`config.mk`:
```
export PLATFORM = sky130hd
export DESIGN_NAME = button_press_conditioner
export DESIGN_NICKNAME = d
export VERILOG_FILES = /design/src/rtl/button_press_conditioner.sv
export SDC_FILE = /design/constraint.sdc
export NUM_CORES = 1
export LEC_CHECK = 0
export ABC_AREA = 0
export BUFFER_PORTS_ARGS = -buffer_cell sky130_fd_sc_hd__buf_2
export CAP_MARGIN = 5
export CORE_AREA = 2 2 97 99
export CTS_BUF_LIST = sky130_fd_sc_hd__clkbuf_4 sky130_fd_sc_hd__clkbuf_8
export CTS_CLUSTER_DIAMETER = 120
export CTS_CLUSTER_SIZE = 28
export DETAILED_ROUTE_END_ITERATION = 10
export DIE_AREA = 0 0 99 101
export GPL_TIMING_DRIVEN = 0
export PLACE_DENSITY = 0.74
export SETUP_SLACK_MARGIN = 0.1
export SYNTH_ARGS = -nofsm -noshare
export SYNTH_HDL_FRONTEND = slang
export SYNTH_SLANG_ARGS = --single-unit
```
`constraint.sdc`:
```
create_clock -name clk -period 2.9 [get_ports clk]
set_input_delay 0.145 -clock clk [delete_from_list [all_inputs] [get_ports clk]]
set_output_delay 0.145 -clock clk [all_outputs]
set_load 0.03 [all_outputs]
```
`src/rtl/button_press_conditioner.sv`:
```
// Conditions raw active-low push-buttons into clean single-cycle press events:
// synchronise, debounce, detect new presses, and lock out until all are released.
module button_press_conditioner #(
    parameter int NUM_BUTTONS     = 4,
    parameter int DEBOUNCE_CYCLES = 500000,
    parameter int CNT_WIDTH       = 19
) (
    input  logic                   clk,
    input  logic                   reset,
    input  logic [NUM_BUTTONS-1:0] key_n,
    input  logic                   enable,
    output logic                   press_valid,
    output logic [NUM_BUTTONS-1:0] press_onehot,
    output logic [1:0]             press_index,
    output logic                   multi_press,
    output logic [NUM_BUTTONS-1:0] held,
    output logic                   locked
);

    localparam int PC_W = $clog2(NUM_BUTTONS + 1);
    localparam logic [CNT_WIDTH-1:0] CNT_MAX  = CNT_WIDTH'(DEBOUNCE_CYCLES - 1);
    localparam logic [CNT_WIDTH-1:0] CNT_ONE  = CNT_WIDTH'(1);
    localparam logic [CNT_WIDTH-1:0] CNT_ZERO = {CNT_WIDTH{1'b0}};
    localparam logic [NUM_BUTTONS-1:0] BTN_ZERO = {NUM_BUTTONS{1'b0}};

    typedef enum logic {
        ARMED  = 1'b0,
        LOCKED = 1'b1
    } state_t;

    function automatic logic [PC_W-1:0] popcount(input logic [NUM_BUTTONS-1:0] v);
        logic [PC_W-1:0] n;
        n = {PC_W{1'b0}};
        for (int i = 0; i < NUM_BUTTONS; i++) begin
            n = n + PC_W'(v[i]);
        end
        return n;
    endfunction

    function automatic logic [1:0] encode_index(input logic [NUM_BUTTONS-1:0] v);
        logic [1:0] idx;
        idx = 2'd0;
        for (int i = 0; i < NUM_BUTTONS; i++) begin
            if (v[i]) begin
                idx = 2'(i);
            end else begin
                idx = idx;
            end
        end
        return idx;
    endfunction

    logic [NUM_BUTTONS-1:0] sync1_r;
    logic [NUM_BUTTONS-1:0] sync2_r;
    logic [NUM_BUTTONS-1:0] stable_r;
    logic [NUM_BUTTONS-1:0] stable_d_r;
    logic [CNT_WIDTH-1:0]   cnt_r [NUM_BUTTONS];
    logic [NUM_BUTTONS-1:0] rise_s;
    logic [PC_W-1:0]        down_count_s;

    state_t                 state_r;
    state_t                 state_next_s;

    logic                   valid_next_s;
    logic [NUM_BUTTONS-1:0] onehot_next_s;
    logic [1:0]             index_next_s;
    logic                   multi_next_s;

    logic                   press_valid_r;
    logic [NUM_BUTTONS-1:0] press_onehot_r;
    logic [1:0]             press_index_r;
    logic                   multi_press_r;

    // Two-flop synchroniser on the inverted (active-high) raw keys.
    always_ff @(posedge clk) begin
        if (reset) begin
            sync1_r <= BTN_ZERO;
            sync2_r <= BTN_ZERO;
        end else begin
            sync1_r <= ~key_n;
            sync2_r <= sync1_r;
        end
    end

    // Per-button debounce: a level must persist DEBOUNCE_CYCLES edges to be accepted.
    always_ff @(posedge clk) begin
        if (reset) begin
            stable_r <= BTN_ZERO;
            for (int i = 0; i < NUM_BUTTONS; i++) begin
                cnt_r[i] <= CNT_ZERO;
            end
        end else begin
            for (int i = 0; i < NUM_BUTTONS; i++) begin
                if (sync2_r[i] == stable_r[i]) begin
                    cnt_r[i] <= CNT_ZERO;
                end else if (cnt_r[i] == CNT_MAX) begin
                    stable_r[i] <= sync2_r[i];
                    cnt_r[i]    <= CNT_ZERO;
                end else begin
                    cnt_r[i] <= cnt_r[i] + CNT_ONE;
                end
            end
        end
    end

    // Delayed copy of the debounced state for press (0->1) detection.
    always_ff @(posedge clk) begin
        if (reset) begin
            stable_d_r <= BTN_ZERO;
        end else begin
            stable_d_r <= stable_r;
        end
    end

    assign rise_s       = stable_r & ~stable_d_r;
    assign down_count_s = popcount(stable_r);

    // FSM state register.
    always_ff @(posedge clk) begin
        if (reset) begin
            state_r <= ARMED;
        end else begin
            state_r <= state_next_s;
        end
    end

    // FSM next state: any new press locks; full release re-arms.
    always_comb begin
        state_next_s = state_r;
        case (state_r)
            ARMED: begin
                if (|rise_s) begin
                    state_next_s = LOCKED;
                end else begin
                    state_next_s = ARMED;
                end
            end
            LOCKED: begin
                if (stable_r == BTN_ZERO) begin
                    state_next_s = ARMED;
                end else begin
                    state_next_s = LOCKED;
                end
            end
            default: state_next_s = ARMED;
        endcase
    end

    // FSM outputs: a lone press is reported, overlapping presses are flagged instead.
    always_comb begin
        valid_next_s  = 1'b0;
        onehot_next_s = BTN_ZERO;
        index_next_s  = 2'd0;
        multi_next_s  = 1'b0;
        case (state_r)
            ARMED: begin
                if ((|rise_s) && enable) begin
                    if (down_count_s == PC_W'(1)) begin
                        valid_next_s  = 1'b1;
                        onehot_next_s = stable_r;
                        index_next_s  = encode_index(stable_r);
                    end else begin
                        multi_next_s  = 1'b1;
                    end
                end else begin
                    valid_next_s = 1'b0;
                    multi_next_s = 1'b0;
                end
            end
            LOCKED: begin
                valid_next_s = 1'b0;
                multi_next_s = 1'b0;
            end
            default: begin
                valid_next_s = 1'b0;
                multi_next_s = 1'b0;
            end
        endcase
    end

    // Registered event outputs.
    always_ff @(posedge clk) begin
        if (reset) begin
            press_valid_r  <= 1'b0;
            press_onehot_r <= BTN_ZERO;
            press_index_r  <= 2'd0;
            multi_press_r  <= 1'b0;
        end else begin
            press_valid_r  <= valid_next_s;
            press_onehot_r <= onehot_next_s;
            press_index_r  <= index_next_s;
            multi_press_r  <= multi_next_s;
        end
    end

    assign press_valid  = press_valid_r;
    assign press_onehot = press_onehot_r;
    assign press_index  = press_index_r;
    assign multi_press  = multi_press_r;
    assign held         = stable_r;
    assign locked       = (state_r == LOCKED);

endmodule

```
* After elaboration in Yosys (flattened, before gate mapping)
Memory sizes are Yosys's and may differ from the RTL's.
Index checks and enable logic that the tools add are counted.
** Word-level totals
- Word-level logic and storage cells :: 129
- Output and inout port bits :: 13
- Memory bits (writable) :: 76
- Memories kept :: 1
- Register bits after elaboration :: 25
- Input bits :: 7
** Cells by class
- Add/subtract/negate cells :: 7
- Mux-type cells :: 70
- Bitwise logic cells :: 22
- Eq/ne operators :: 9
- Reductions and logical operators :: 8
** Memories
- cnt_r :: words 4, width 19, rd ports 4, clocked after memory_dff 0, wr ports 4, line 57 : logic [CNT_WIDTH-1:0] cnt_r [NUM_BUTTONS];
** Operators with widths (number)
- $mux 19 :: 12
- $add 19x1->19 const B :: 4
- $eq 19x19->1 const B :: 4
- $mux 1 :: 53
- $or 1x1->1 :: 12
- $not 4->4 :: 2
- $reduce_and 2->1 :: 4
- $reduce_or 4->1 :: 2
- $not 1->1 :: 7
- $pmux 1 s2 :: 3
- $and 4x4->4 :: 1
- $eq 1x1->1 :: 4
- $logic_not 4->1 :: 1
- $mux 2 :: 2
- $add 2x1->3 :: 1
- $add 3x1->3 :: 1
- $eq 3x1->1 const B :: 1
- $add 1x1->2 :: 1
- $logic_and 1x1->1 :: 1

* Logic depth before layout (Yosys ltp)
An unclocked memory read counts as a cell.
- Depth after elaboration :: 8
- Depth in mapped cells :: 9

* Worst setup path before layout
OpenSTA, ideal clock, no wires.
- Kind :: register to register
- Start :: register stable_r[0] (netlist: held[0])
- End :: register press_index_r[1] (netlist: press_index[1])
- Buffers on the path :: 1
- Path slack :: 0.438 ns
- Cell stages (with the launch flop) :: 10
- Data arrival time :: 2.397 ns
- Data required time :: 2.835 ns
- Library setup time :: 0.065 ns
- Path through :: dfxtp_1 > inv_1 > fa_1 > inv_1 > ha_1 > ha_1 > nor3b_1 > and4_1 > clkbuf_1 > nor2b_1
** On the way
- Word-level cells in the longest chain between the ends :: 6
** RTL lines
- start: declaration :: line 55 : logic [NUM_BUTTONS-1:0] stable_r;
- start signal: indexed assignment :: line 97 : stable_r[i] <= sync2_r[i];
- $add 1x1->2 :: line 35 : n = n + PC_W'(v[i]);
- $add 2x1->3 :: line 35
- $add 3x1->3 :: line 35
- $eq 3x1->1 :: line 158 : if (down_count_s == PC_W'(1)) begin
- $not 1->1 (no source line)
- $reduce_or 4->1 (no source line) *
- end signal: assignment :: line 191 : press_index_r <= index_next_s;
- end: declaration :: line 71 : logic [1:0] press_index_r;
Every way passes the cells marked *; elsewhere a longest branch is shown, timed or not.
A chain may end at the register's enable or synchronous reset.

* Final worst setup path
- Start :: register stable_r[0] (netlist: held[0])
- End :: register press_onehot_r[1] (netlist: press_onehot[1])
** On the way
- Word-level cells in the longest chain between the ends :: 6
** RTL lines
- $add 1x1->2 :: line 35
- $add 2x1->3 :: line 35
- $add 3x1->3 :: line 35
- $eq 3x1->1 :: line 158
- $not 1->1 (no source line)
- $reduce_or 4->1 (no source line) *
- end signal: assignment :: line 190 : press_onehot_r <= onehot_next_s;
- end: declaration :: line 70 : logic [NUM_BUTTONS-1:0] press_onehot_r;
Marks and branches as above.

==> impl_summary.md <==
Worst setup path
At the worst endpoint, the required time is ~3.2 ns. The startpoint of the worst register-to-register path is held[0]. The critical path is of the reg -> reg type. The critical path ends at press_onehot[1].

For the worst setup path, the data arrival time is 2.89 ns. The setup check on the worst reg-to-reg path leaves a slack of 0.32 ns. The most critical setup path has its startpoint at held[0].

The capture point of the worst reg-to-reg path is press_onehot[1]. The worst setup path is captured at a register. The path depth of the worst reg2reg path is 9. The worst setup path is launched from a register.

Of all nets on the critical path, the largest fanout is 7.

STA
The relative slew slack is 0.662. The final-report max-slew violation count is 0. The minimum clock period is 2.58 ns. The number of hold-slack violations in the final timing report was 0. After routing, the total negative slack on setup checks comes to 0 ns. The fraction of the cycle the final worst path needs is 0.890. At the pin with the least slew margin, the transition time is 0.507 ns. The setup violation total in the final timing report is 0.

Hold timing on the final database bottoms out at a slack of 0.0173 ns. The worst setup margin is between 0.3 and 0.4 ns. Derived from the worst setup path, the maximum achievable clock frequency is roughly 390 MHz.

Setup repair after global routing left no endpoint under its margin. For the final database, setup skew stands at 0.0137 ns.

Drt
The overall via count from detail_route is about 3700. The detailed-router iteration count before antenna repair is 6. The initial detailed-routing violation count is 125. In the routed layout, each cell is associated on average with a via count of 5.23. Dividing the detail-routed wire length by the instance count gives around 13 um. Once detail routing completed, the nets flagged for antenna violations numbered 0.

The post-detailed-routing wire length is 9000 um. The DRC violations left is 0.

Synth
The cell count after synthesis came out at between 400 and 500. The fraction of the mapped netlist area in simple logic gates is 0.247. The synthesized area divided by synthesized cell count is 10.7 um^2.

In the synthesized netlist the dominant register cell turns out to be edfxtp_1. The number of warnings printed during yosys synthesis is 0. In the synthesized netlist the async set-or-reset flop fraction comes to 0. The cell area after synthesis is between 5000 and 6000 um^2. For this run, the register share of the synthesized area comes to 0.550.

The number of synthesized flops with an enable pin is 76. Counting distinct cell types in the post-synthesis netlist gives 46. The multiplexer share of the synthesized area is 0. The fraction of the mapped netlist area in compound gates is 0.0672. Of the total synthesized cell area, the portion taken by XOR and XNOR cells is 0.0899. By area, the combinational part of the netlist is dominated by simple AND/OR/NAND/NOR gates.

Of the total synthesized cell area, the portion taken by full adders, half adders and majority gates is 0.0213. The total of flip-flops plus latches after synthesis is 101.

Clock tree
The buffer cell driving the clock tree root is clkbuf_8. The post-CTS setup-driven buffer insertion count is 0. At the later pin of the worst-skew pair, clock insertion delay measures around 0.37 ns. CTS built an H-tree with a depth of 3. The longest clock path from root to sink contains 2 buffers. After clock tree synthesis, the flow added hold-fix buffers numbering 4. The number of gates resized after CTS is 0. TritonCTS created 9 clock buffers.

After clock tree synthesis, the clock-pin slew on the worst setup and hold paths is 0.10 ns. The TritonCTS clock tree is yes. The number of clock sinks is 101.

Global route
The via count of the first global-routing pass was roughly 3500. The overall track demand over capacity in global routing is 0.191. The largest net degree at the start of global routing is 17. The global route total overflow is 0.

The first global-routing pass estimated 15300 um of wire. The number of antenna violations at the first check in global routing was 0.

Cells and area
The repair_antennas step left the layout with diodes totalling 0. In the final design database the tool counted 597 nets. Compared with the post-synthesis result, the final layout area differs by 15.1%. In the final layout, the share of cells above drive strength 1 is 0.0903. The summed area of non-filler cells in the final layout is about 6000 um^2.

Place
In this run the tool buffered the top-level ports with 19 buffer cells. The area after detailed placement is 5580 um^2. The placer's final routability congestion estimate is 0.799. The detailed placement HPWL is approximately 6500 um. At the placement stage, the worst setup path has a slack of about 0.33 ns.

Pwr
The power after layout is 2.70 mW. The power density normalized to cell area is 463 nW/um^2. The leakage power total is 2.12 nW. The worst voltage drop across the vdd grid is about 240 uV.

Die
The overall die area is about 10000 um^2. The die is ~99 um wide. The count of boundary I/O pins is 20. The number of cell rows is 35.

The die is slightly above 100 um tall. The starting utilization of the core area is 0.564. The placeable core region is 8980 um^2.

Status
The run finished with clean final reports.

Worst hold path
In this run the worst hold path is classified as in -> reg. The startpoint identified for the worst hold timing path is enable.

Job
Across the run, the number of max-cap violations was 0.
-- how the worst min path moves through the flow --
stage                   to  slack (ns)  cells after the start
3_5_place_dp    sync1_r[1]        0.31                      2
3_3_place_gp    sync1_r[1]        0.30                      2
4_1_cts        multi_press       0.009                      3
5_1_grt        multi_press       0.007                      3
2_1_floorplan   sync1_r[3]        0.21                      1
6_report       multi_press        0.02                      3
-- Yosys cell counts, drive strengths merged (3+ instances only) --
master / instances / area share
a21oi: 23 / 0.023
and2: 9 / 0.011
and3: 8 / 0.0099
and4: 8 / 0.014
buf: 6 / 0.0082
clkbuf: 3 / 0.0022
dfxtp: 25 / 0.099
edfxtp: 76 / 0.45
ha: 7 / 0.017
inv: 19 / 0.014
nand2: 18 / 0.013
nand2b: 7 / 0.0086
nand3: 30 / 0.031
nand4: 20 / 0.027
nor2: 74 / 0.055
nor2b: 6 / 0.0074
nor3: 6 / 0.0059
nor4: 5 / 0.0062
nor4b: 4 / 0.0069
o21ai: 14 / 0.017
o31ai: 11 / 0.016
or2: 4 / 0.0054
or3: 10 / 0.012
or4: 14 / 0.021
xnor2: 23 / 0.040
xor2: 29 / 0.050
-- per-layer routing --
metal / wire length, um / share of wire / vias up / track usage
li1: - / - / 1862 / -
met4: 131 / 0.015 / 0 / 0.0748
met5: 0 / 0 / - / 0
met2: 4460 / 0.50 / 37 / 0.325
met3: 220 / 0.024 / 12 / 0.0277
met1: 4180 / 0.46 / 1740 / 0.247
-- report_power, final --
group	leakage (nW)	internal [mW]	switching, mW
clock network	0.104	0.447	0.481
logic	1.03	0.0476	0.0660
registers	0.987	1.60	0.0521
-- cell families (layout without fill, tap and decap cells) --
family                   count (synthesis)  in the layout
AND/OR/NAND/NOR                        229            229
flip-flops                             101            101
XOR/XNOR                                52             52
AO/OA/AOI/OAI                           54             54
adder cells (fa/ha/maj)                  8              8
other                                    1             76
buffers and inverters                   28             67
-- cell usage in the layout (no fill, tap or decap), types with 5 or more instances in the layout --
master / synthesis / layout
edfxtp_1: 76 / 76
nor2b_1: 6 / 6
nand2_1: 18 / 18
or4_1: 14 / 14
clkbuf_8: 0 / 10
inv_1: 19 / 19
o31ai_1: 11 / 11
nand3_1: 29 / 29
nor4_1: 5 / 5
xor2_1: 29 / 29
nand4_1: 18 / 18
and4_1: 8 / 8
dfxtp_1: 25 / 25
conb_1: 1 / 76
nor2_1: 74 / 74
and3_1: 8 / 8
nor3_1: 6 / 6
ha_1: 7 / 7
xnor2_1: 23 / 23
and2_1: 9 / 9
or3_1: 10 / 10
buf_2: 3 / 22
a21oi_1: 23 / 23
o21ai_0: 12 / 12
nand2b_1: 7 / 7
-- critical path, cell delays in order, from the launching register on --
cell	delay [ns]
dfxtp_1	0.44
inv_1	0.14
fa_1	0.54
inv_1	0.04
ha_1	0.17
ha_1	0.27
nor3b_1	0.28
and4_1	0.23
clkbuf_1	0.23
and2_1	0.19
-- metrics by stage --
| step | util | std cells |
|---|---|---|
| after floorplan | - | 548 |
| after global placement | 0.621 | 678 |
| after detailed placement | 0.621 | 678 |
| after CTS | 0.649 | 698 |
| after global routing | 0.649 | 698 |
| final | 0.649 | 698 |
-- area by class of cell --
type                            count  area (um^2)
Inverter                           19         71.3
Buffer                              9         52.6
Clock inverter                      4         55.1
Clock buffer                       12          153
Fill cell                         720         3150
Tap cell                          111          139
Sequential cell                   101         2780
Timing Repair Buffer               23          135
Multi-Input combinational cell    419         2440
-- state kept, by name, indices dropped and copies added (netlist names) --
name	flops
multi_press	1
press_index	2
sync1_r	4
held	4
press_valid	1
stable_d_r	4
press_onehot	4
locked	1
sync2_r	4
cnt_r	76
Power figures use the tool's default switching activity.
